### config.mk
export PLATFORM = sky130hd
export DESIGN_NAME = mul_iter_mantissa
export DESIGN_NICKNAME = d
export VERILOG_FILES = /design/src/rtl/fp16_pkg.sv /design/src/rtl/mul_pp_step.sv /design/src/rtl/mul_iter_mantissa.sv
export SDC_FILE = /design/constraint.sdc
export NUM_CORES = 1
export LEC_CHECK = 0
export ABC_AREA = 1
export ABC_CLOCK_PERIOD_IN_PS = 8430
export BUFFER_PORTS_ARGS = -buffer_cell sky130_fd_sc_hd__buf_2
export CAP_MARGIN = 15
export CORE_MARGIN = 2
export CORE_UTILIZATION = 50
export CTS_CLUSTER_SIZE = 10
export DETAILED_ROUTE_END_ITERATION = 6
export GPL_ROUTABILITY_DRIVEN = 0
export PLACE_DENSITY = 0.7
export SLEW_MARGIN = 20
export SYNTH_ARGS = -nofsm -noshare
export SYNTH_HDL_FRONTEND = slang
export SYNTH_HIERARCHICAL = 1
export SYNTH_SLANG_ARGS = --single-unit
### constraint.sdc
create_clock -name clk -period 8.43 [get_ports clk]
set_clock_uncertainty 0.05 [all_clocks]
set_input_delay 0.843 -clock clk [delete_from_list [all_inputs] [get_ports clk]]
set_output_delay 0.843 -clock clk [all_outputs]
set_load 0.01 [all_outputs]
### src/rtl/fp16_pkg.sv
// fp16_pkg: FP16 field widths, bias and the iterative multiplier FSM states.
package fp16_pkg;
  localparam int FP16_EXP_W  = 5;
  localparam int FP16_FRAC_W = 10;
  localparam int FP16_SIG_W  = 11;
  localparam int FP16_PROD_W = 22;
  localparam int FP16_BIAS   = 15;
  typedef enum logic [1:0] {IDLE, MULT, DONE} state_t;
endpackage

### src/rtl/mul_pp_step.sv
// mul_pp_step: one shift-add iteration, adds 0..3 x the aligned multiplicand into the accumulator.
module mul_pp_step
  import fp16_pkg::*;
(
  input  logic [FP16_PROD_W-1:0] acc,
  input  logic [FP16_PROD_W-1:0] mcand,
  input  logic [1:0]             bits,
  output logic [FP16_PROD_W-1:0] sum
);
  always_comb sum = acc + (bits[0] ? mcand : '0) + (bits[1] ? {mcand[FP16_PROD_W-2:0], 1'b0} : '0);
endmodule

### src/rtl/mul_iter_mantissa.sv
// mul_iter_mantissa: iterative FP16 significand multiply with exponent sum and sign.
// Optional MUL_EXC_FLAG_EN adds exp_ovf/exp_udf outputs registered with the result.
module mul_iter_mantissa
  import fp16_pkg::*;
#(
  parameter int BITS_PER_CYCLE = 1,
  parameter int EXP_BIAS       = FP16_BIAS
) (
  input  logic                   clk,
  input  logic                   rst,
  input  logic                   in_valid,
  output logic                   in_ready,
  input  logic [15:0]            op_a,
  input  logic [15:0]            op_b,
  output logic                   out_valid,
  input  logic                   out_ready,
  output logic                   sign,
  output logic [FP16_EXP_W-1:0]  exponent,
  output logic [FP16_PROD_W-1:0] mantissa_prod
`ifdef MUL_EXC_FLAG_EN
  ,
  output logic                   exp_ovf,
  output logic                   exp_udf
`endif
);
  localparam int ITER = (BITS_PER_CYCLE == 2) ? 6 : 11;
`ifdef MUL_EXC_FLAG_EN
  localparam int ESW = 7;
`else
  localparam int ESW = 5;
`endif
  state_t state;
  logic [FP16_PROD_W-1:0] mcand, acc, acc_next;
  logic [FP16_SIG_W-1:0]  mplier;
  logic [3:0]             cnt;
  logic [ESW-1:0]         e_sum;
  logic                   s_r;
  logic [1:0]             bits;
  always_comb bits = (BITS_PER_CYCLE == 2) ? mplier[1:0] : {1'b0, mplier[0]};
  mul_pp_step u_step (.acc(acc), .mcand(mcand), .bits(bits), .sum(acc_next));
  // multiplicand is pre-shifted each step so its alignment tracks step*BITS_PER_CYCLE
  always_ff @(posedge clk) begin
    if (rst) begin
      state         <= IDLE;
      in_ready      <= 1'b1;
      out_valid     <= 1'b0;
      sign          <= 1'b0;
      exponent      <= '0;
      mantissa_prod <= '0;
      mcand         <= '0;
      mplier        <= '0;
      acc           <= '0;
      cnt           <= '0;
      e_sum         <= '0;
      s_r           <= 1'b0;
`ifdef MUL_EXC_FLAG_EN
      exp_ovf       <= 1'b0;
      exp_udf       <= 1'b0;
`endif
    end else begin
      case (state)
        IDLE: if (in_valid && in_ready) begin
          mcand    <= {11'b0, |op_a[14:10], op_a[9:0]};
          mplier   <= {|op_b[14:10], op_b[9:0]};
          s_r      <= op_a[15] ^ op_b[15];
          e_sum    <= ESW'({2'b0, op_a[14:10]} + {2'b0, op_b[14:10]} - 7'(EXP_BIAS));
          acc      <= '0;
          cnt      <= 4'(ITER - 1);
          in_ready <= 1'b0;
          state    <= MULT;
        end
        MULT: begin
          acc    <= acc_next;
          mcand  <= mcand << BITS_PER_CYCLE;
          mplier <= mplier >> BITS_PER_CYCLE;
          if (cnt == 4'd0) begin
            state         <= DONE;
            out_valid     <= 1'b1;
            mantissa_prod <= acc_next;
            exponent      <= e_sum[4:0];
            sign          <= s_r;
`ifdef MUL_EXC_FLAG_EN
            exp_ovf       <= $signed(e_sum) >= 7'sd31;
            exp_udf       <= e_sum[6];
`endif
          end else begin
            cnt <= cnt - 4'd1;
          end
        end
        DONE: if (out_ready) begin
          state     <= IDLE;
          out_valid <= 1'b0;
          in_ready  <= 1'b1;
        end
        default: state <= IDLE;
      endcase
    end
  end
endmodule

# Word level (Yosys, flattened, before mapping)
# Index checks and enable logic that the tools add are counted.
# op_classes
n_mux	20
n_bitwise	1
add_sub_neg	4
reduce_logical	15
n_eq_ne	6
# op_table
cell	n
$pmux 22 s2	2
$mux 22	3
$add 22x22->22	1
$pmux 11 s2	1
$reduce_and 3->1	4
$mux 11	1
$reduce_or 5->1	2
$mux 4	2
$ne 2x2->1 const B	4
$pmux 4 s2	1
$mux 2	3
$pmux 2 s3	1
$reduce_and 2->1	3
$reduce_bool 2->1	3
$add 5x5->5	1
$sub 5x4->5 const B	1
$logic_not 4->1	1
$mux 1	4
$pmux 1 s2	2
$sub 4x1->4 const B	1
$eq 2x1->1 const B	1
$eq 2x2->1 const B	1
$logic_not 2->1	1
$logic_and 1x1->1	1
$xor 1x1->1	1
# word_totals
inputBits	36
word_cells	58
register_bits	97

# Longest topological paths before layout
# Gate-level depths: netlist (run 1).
# depth
word_depth	3
depth_mapped	17
mapped_depth_nobuf	16

# Modules after synthesis
# The synthesis (run 1) kept the hierarchy.
# by_module_without_submodules
module	instances	seq_area_each_um2	cells_per_inst	area_each_um2
mul_iter_mantissa	1	1941.9	538	4048.9
mul_pp_step	1	0.0	377	2142.1

# Worst setup path after synthesis (run 1)
# Ideal clock, no wire load.
# synth_timing
path_kind	register to register
start	register mplier[0]
end	register mantissa_prod[17]
path_slack_ns	5.579
path_stages_with_launch	17
arrival_ns	2.686
period_less_slack_ns	2.851
required_ns	8.264
setup_ns	0.116
path_buffers	1
path_cell_list	dfxtp_1 > clkbuf_1 > nand2_1 > fa_1 > inv_1 > ha_1 > fa_1 > nand3_1 > nand3_1 > nand2_1 > nand3_2 > nand2_1 > nand2_1 > nand2_1 > nand2_1 > o21ai_0 > nor2_1
# synth_via
elab_chain_cells	2
# synth_rtl
element	line	rtl
start: declaration	mul_iter_mantissa.sv:34	logic [FP16_SIG_W-1:0] mplier;
start signal: assignment	mul_iter_mantissa.sv:64	mplier <= {|op_b[14:10], op_b[9:0]};
start signal: assignment	mul_iter_mantissa.sv:75	mplier <= mplier >> BITS_PER_CYCLE;
$mux 22	mul_pp_step.sv:10	always_comb sum = acc + (bits[0] ? mcand : '0) + (bits[1] ? {mcand[FP16_PROD_W-2:0], 1'b0} : '0);
$add 22x22->22	mul_pp_step.sv:10	
net acc_next[17]	mul_iter_mantissa.sv:33	logic [FP16_PROD_W-1:0] mcand, acc, acc_next;
end signal: assignment	mul_iter_mantissa.sv:79	mantissa_prod <= acc_next;
end: declaration	mul_iter_mantissa.sv:19	output logic [FP16_PROD_W-1:0] mantissa_prod
# The timed path passes the listed nets, and every way through them passes these cells.
# A chain may end at the register's enable or synchronous reset.

# Final worst setup path (run 1)
# Same ends and word-level chain as after synthesis.

==> results.tsv, run 1 <==
stage	metric	value	unit
clocking	CTS sink cnt	97	
worst_setup_path	worst setup path class	register to register	
timing	RSZ-0062 raised after global routing	false	
yosys	Synthesis Warnings	6	
cells_and_area	fillers	1201	
worst_setup_path	crit start category	register	
yosys	Post-synth EDFFs	0	
worst_setup_path	Worst Path Required	8630	ps
timing	min cycle time layout	3320	ps
status	outcome	completed	
cells_and_area	area added between synthesis and finish	9.60	%
worst_setup_path	Most common cell on crit path	nand2_1	
cells_and_area	nets@finish	1047	
routing	DRT Pass-1 Iters	5	
floorplanning	Die Area	13300	sq um
timing	part of the cycle the worst path needs	39.4	%
worst_setup_path	Critical Path Source	mplier[0]	
clocking	Num CTS Buffers	9	
clocking	postcts setup bufs	0	
cells_and_area	Ant. Diodes	0	
floorplanning	starting density of the core	51.3	%
floorplanning	Ports	66	
routing	Avg WL per Cell	12.3	um
routing	Post-DRT Antenna Nets	0	
yosys	synthesized area	6190	sq um
floorplanning	row cnt	40	
yosys	Main synth FF type	dfxtp_1	
worst_setup_path	CP Capture Type	register	
clocking	CTS Hold Bufs	0	
timing	max-slew headroom at the worst pin	33.6	%
worst_setup_path	R2R Path Start	mplier[0]	
placed_design	hpwl dp	9880	um
yosys	Syn Inst Count	915	
floorplanning	Core ar.	12100	sq um
routing	vias per inst	4.86	
global_routing	pin count of the biggest net entering global routing	56	
yosys	post-synthesis sequential area ratio	31.4	%
clocking	CTS H-tree lvls	3	
timing	worst slew pin tran	997	ps
routing	vias	5504	
routing	Final Routed Wirelength	14000	um
yosys	syn avg cell area	6.77	sq um
timing	final hold violations	0	
power	worst vdd ir	0.000125	V
min_path	Hold Crit Class	register to register	
timing	Slew Limit Fails	0	
worst_setup_path	critical-path cell with the highest stage delay	dfxtp_1	
power	static leakage	0.00365	uW
placed_design	IO buf count	65	
timing	post-route setup slack	5110	ps
cells_and_area	share of post-route cells with drive strength above 1	13.8	%
routing	DRT iter0 DRCs	264	
min_path	min-delay src	cnt[0]	
timing	WHS	401	ps
floorplanning	Die Y	115	um
power	Cell Pwr Density	186	nW/um^2
job	total of max-cap violations	0	
worst_setup_path	crit path cell chain	nand2_1 > fa_1 > inv_1 > ha_1 > fa_1 > nand3_1 > nand3_1 > nand2_1 > nand3_2 > nand2_1 > nand2_1 > nand2_1 > nand2_1 > o21ai_0 > nor2_1	
global_routing	aggregate global routing overflow	0	
floorplanning	Die X	115	um
cells_and_area	commonest non-fill, non-tap cell in the layout	nand2_1	
timing	f_max	0.301	GHz
global_routing	number of global-route vias before repair	5221	
global_routing	total global routing track utilization	22.9	%
timing	Setup TNS	0	ps
clocking	CTS Root Cell	clkbuf_16	
cells_and_area	commonest non-fill, non-tap cells in the layout	285 x nand2_1, 130 x nor2_1, 105 x inv_1	
routing	DRC viols	0	
global_routing	initial antenna violation count	0	
clocking	Reg clk slew, reported paths	70	ps
global_routing	first-pass GRT wire length	24000	um
clocking	Longest Clk Path Bufs	2	
worst_setup_path	crit path DAT	3520	ps
timing	endpoints failing setup	0	
clocking	clock latency on the worst-skew pair	360	ps
clocking	post-cts resize count	0	
clocking	CTS tree	yes	
worst_setup_path	CP max FO	24	
yosys	post-synth cell types	36	
placed_design	post-place setup slack	5100	ps
yosys	async set or reset register ratio after synthesis	0	%
worst_setup_path	CP peak stage delay	830	ps
yosys	Synth Register Bits	97	
-- metrics by stage --
stage	std cells	instance area, sq um	total power [uW]	util [%]
floorplan	918	6200	819	-
global placement	1116	6510	884	54.0
detailed placement	1116	6510	887	54.0
CTS	1132	6790	1270	56.3
global route	1132	6790	1340	56.3
finish	1132	6790	1260	56.3
-- cells in the mapped netlist (4+ instances only) --
cell        n  area, sq um
buf_4       6         45.0
nor2_1    130          488
buf_6       8         90.1
o21bai_1    4         30.0
o21ai_0    51          255
clkbuf_1   12         45.0
ha_1       30          375
o21ai_1     4         20.0
nand2_1   285         1070
nand3_1    33          165
inv_1     106          398
dfxtp_1    97         1940
buf_2       7         35.0
a21oi_1    44          220
nand2_2    20          125
inv_2       4         15.0
xor2_1     11         96.3
nor3_1      4         20.0
fa_1       22          440
a21oi_2    11         96.3
nor2_2      4         25.0
-- routing by layer --
| layer | track usage (%) | share of wire (%) |
|---|---|---|
| met4 | 9.08 | 2.0 |
| met1 | 31.5 | 50 |
| met5 | 0 | 0 |
| met3 | 3.90 | 4.0 |
| met2 | 36.0 | 44 |
-- critical path, delay by kind of cell, from the launching register on --
family,cells,cell delay (ps)
simple gates,10,970
buf+inv,1,40
fa+ha+maj,3,1160
flops,1,830
compound gates,1,170
-- layout make-up --
type	count	area [sq um]	area share, %
multi-input cells	675	3610	53.3
flip-flops and latches	97	1940	28.6
inverters	111	422	6.21
repair buffers	65	325	4.79
clock buffers	9	225	3.32
well taps	168	210	3.10
clock inverters	7	46.3	0.682
-- sequential cells by signal, indices dropped and copies added, names as in the netlist --
name,flops
sign,1
state,2
out_valid,1
cnt,4
acc,22
exponent,5
e_sum,5
mcand,22
mplier,11
s_r,1
in_ready,1
mantissa_prod,22
-- report_power, final --
group / internal [uW] / switching (uW) / leakage, uW
Clock: 199 / 184 / 0.000128
Combinational: 107 / 214 / 0.00273
Sequential: 515 / 41.4 / 0.000792
-- final timing paths --
path	to	cells after the start	slack [ps]
setup / recovery	mantissa_prod[17]	15	5110
hold / removal	cnt[0]	1	400
setup reg to reg	mantissa_prod[17]	15	5110
hold reg to reg	cnt[0]	1	400
-- logic make-up after synthesis --
group | synth area share [%]
buffers and inverters | 10.4
xor gates and xnor gates | 1.70
AOI/OAI and AO/OA | 10.3
other | 0.0606
adders and majority gates | 13.2
and+or+nand+nor | 33.0
DFF | 31.4
Note: power is estimated with default switching activity, not from simulation.
==> inputs of run 2 (changes only) <==
ABC_CLOCK_PERIOD_IN_PS = 3200   (was 8430)
clock period = 3.2 ns   (was 8.43 ns; I/O delays follow)
==> run 2 against run 1 <==
Via count rose by 1.1%. Utilization rose by 0.50 points. Die area did not move. Cell count rose by 0.44%. Hold slack got worse by 220 ps. Critical path type unchanged. Largest cell class unchanged.
==> results.tsv, run 2 (synthesis results as in run 1) <==
stage	metric	value	unit
timing	RSZ-0062 raised after global routing	false	
clocking	CTS H-tree lvls	3	
global_routing	initial antenna violation count	0	
global_routing	number of global-route vias before repair	5132	
routing	Avg WL per Cell	12.8	um
global_routing	total global routing track utilization	23.7	%
floorplanning	Ports	66	
timing	part of the cycle the worst path needs	93.0	%
clocking	CTS tree	yes	
placed_design	Placed Cells	1121	
worst_setup_path	CP peak stage delay	430	ps
routing	Final Routed Wirelength	14600	um
routing	DRC viols	0	
floorplanning	Die Y	115	um
timing	worst slew pin tran	779	ps
timing	f_max	0.336	GHz
timing	Slew Limit Fails	0	
power	Final Power	3370	uW
cells_and_area	commonest non-fill, non-tap cells in the layout	285 x nand2_1, 130 x nor2_1, 106 x inv_1	
power	worst vdd ir	0.000340	V
cells_and_area	Core Util, Final	56.8	%
cells_and_area	commonest non-fill, non-tap cell in the layout	nand2_1	
cells_and_area	area added between synthesis and finish	10.6	%
timing	Setup TNS	0	ps
floorplanning	row cnt	40	
worst_setup_path	crit path cell chain	buf_12 > nand2_1 > inv_1 > fa_1 > ha_1 > nand2_2 > inv_1 > a21oi_1 > nand3_1 > xor2_1 > nand2_1 > a21oi_1	
global_routing	pin count of the biggest net entering global routing	55	
placed_design	IO buf count	65	
worst_setup_path	Worst Path Required	3430	ps
timing	final hold violations	0	
clocking	CTS Hold Bufs	0	
min_path	Hold Crit Class	input port to register	
job	total of max-cap violations	0	
clocking	Longest Clk Path Bufs	2	
floorplanning	Core ar.	12100	sq um
worst_setup_path	CP max FO	16	
global_routing	first-pass GRT wire length	24600	um
worst_setup_path	crit path DAT	3210	ps
power	static leakage	0.00368	uW
cells_and_area	Top Registers	acc (22), mantissa_prod (22), mcand (22)	
global_routing	aggregate global routing overflow	0	
clocking	CTS sink cnt	97	
min_path	Worst Hold Depth	4	
timing	max-slew headroom at the worst pin	48.0	%
cells_and_area	Finished Layout Cells	1137	
worst_setup_path	CP Capture Type	register	
clocking	Reg clk slew, reported paths	70	ps
routing	vias per inst	4.89	
floorplanning	starting density of the core	51.3	%
routing	vias	5562	
worst_setup_path	worst setup path class	register to register	
floorplanning	Die Area	13300	sq um
routing	DRT Pass-1 Iters	5	
power	Cell Pwr Density	493	nW/um^2
clocking	postcts setup bufs	0	
cells_and_area	share of post-route cells with drive strength above 1	14.2	%
routing	DRT iter0 DRCs	335	
timing	endpoints failing setup	0	
cells_and_area	Ant. Diodes	0	
floorplanning	Die X	115	um
timing	min cycle time layout	2970	ps
worst_setup_path	crit start category	register	
timing	post-route setup slack	225	ps
placed_design	hpwl dp	10300	um
clocking	clock latency on the worst-skew pair	360	ps
cells_and_area	nets@finish	1052	
placed_design	post-place setup slack	218	ps
routing	Post-DRT Antenna Nets	0	
worst_setup_path	critical-path cell with the highest stage delay	dfxtp_2	
clocking	CTS Root Cell	clkbuf_16	
clocking	Num CTS Buffers	9	
status	outcome	completed	
worst_setup_path	r2r worst-path depth	12	
==> run 2: changes by cell type in the layout (fill, tap and decap cells not counted) <==
cell        delta
clkinvlp_4     +1
inv_2          -1
buf_4          +4
buf_12         +1
inv_8          +1
clkinv_2       -2
dfxtp_1        -1
dfxtp_2        +1
inv_1          +1
==> run 2: worst paths after layout <==
kind                                 from  endpoint  slack (ps)
worst max-delay path            mplier[0]   acc[10]         230
worst min register to register     cnt[0]    cnt[0]         410
worst min-delay path            out_ready  state[1]         180
worst max register to register  mplier[0]   acc[10]         230
==> run 2: worst max-delay path: cells and delay by family, from the launching register on <==
kind | cells | cell delay [ps]
AOI/OAI and AO/OA | 2 | 460
and+or+nand+nor | 4 | 520
DFF | 1 | 430
xor gates and xnor gates | 1 | 340
adders and majority gates | 2 | 800
buffers and inverters | 3 | 290
==> run 2: area by class of cell <==
type	count	area [sq um]
fillers	1228	5220
multi-input cells	675	3610
flip-flops and latches	97	1940
inverters	111	422
repair buffers	70	375
clock buffers	9	225
well taps	168	210
clock inverters	7	55.1
==> run 2: power breakdown <==
part,switching [uW],internal [uW]
Sequential,102,1360
Clock,497,533
Combinational,589,296
==> run 2: what timing repair did <==
action                     in CTS  in global routing
setup endpoints to repair       0                  4
resized for setup               0                  1
hold endpoints to repair        0                  0
==> run 2: metrics by stage <==
step	hold slack, ps	area [sq um]
after floorplan	372	6200
after global placement	397	6560
after detailed placement	404	6560
after CTS	167	6840
after global routing	197	6850
final	179	6850
==> run 2: layer usage <==
layer	GRT usage (%)	vias up	wire (um)
li1	-	2917	-
met1	33.4	2481	7210
met2	36.2	144	6270
met3	3.95	20	730
met4	9.72	0	366
met5	0	-	0
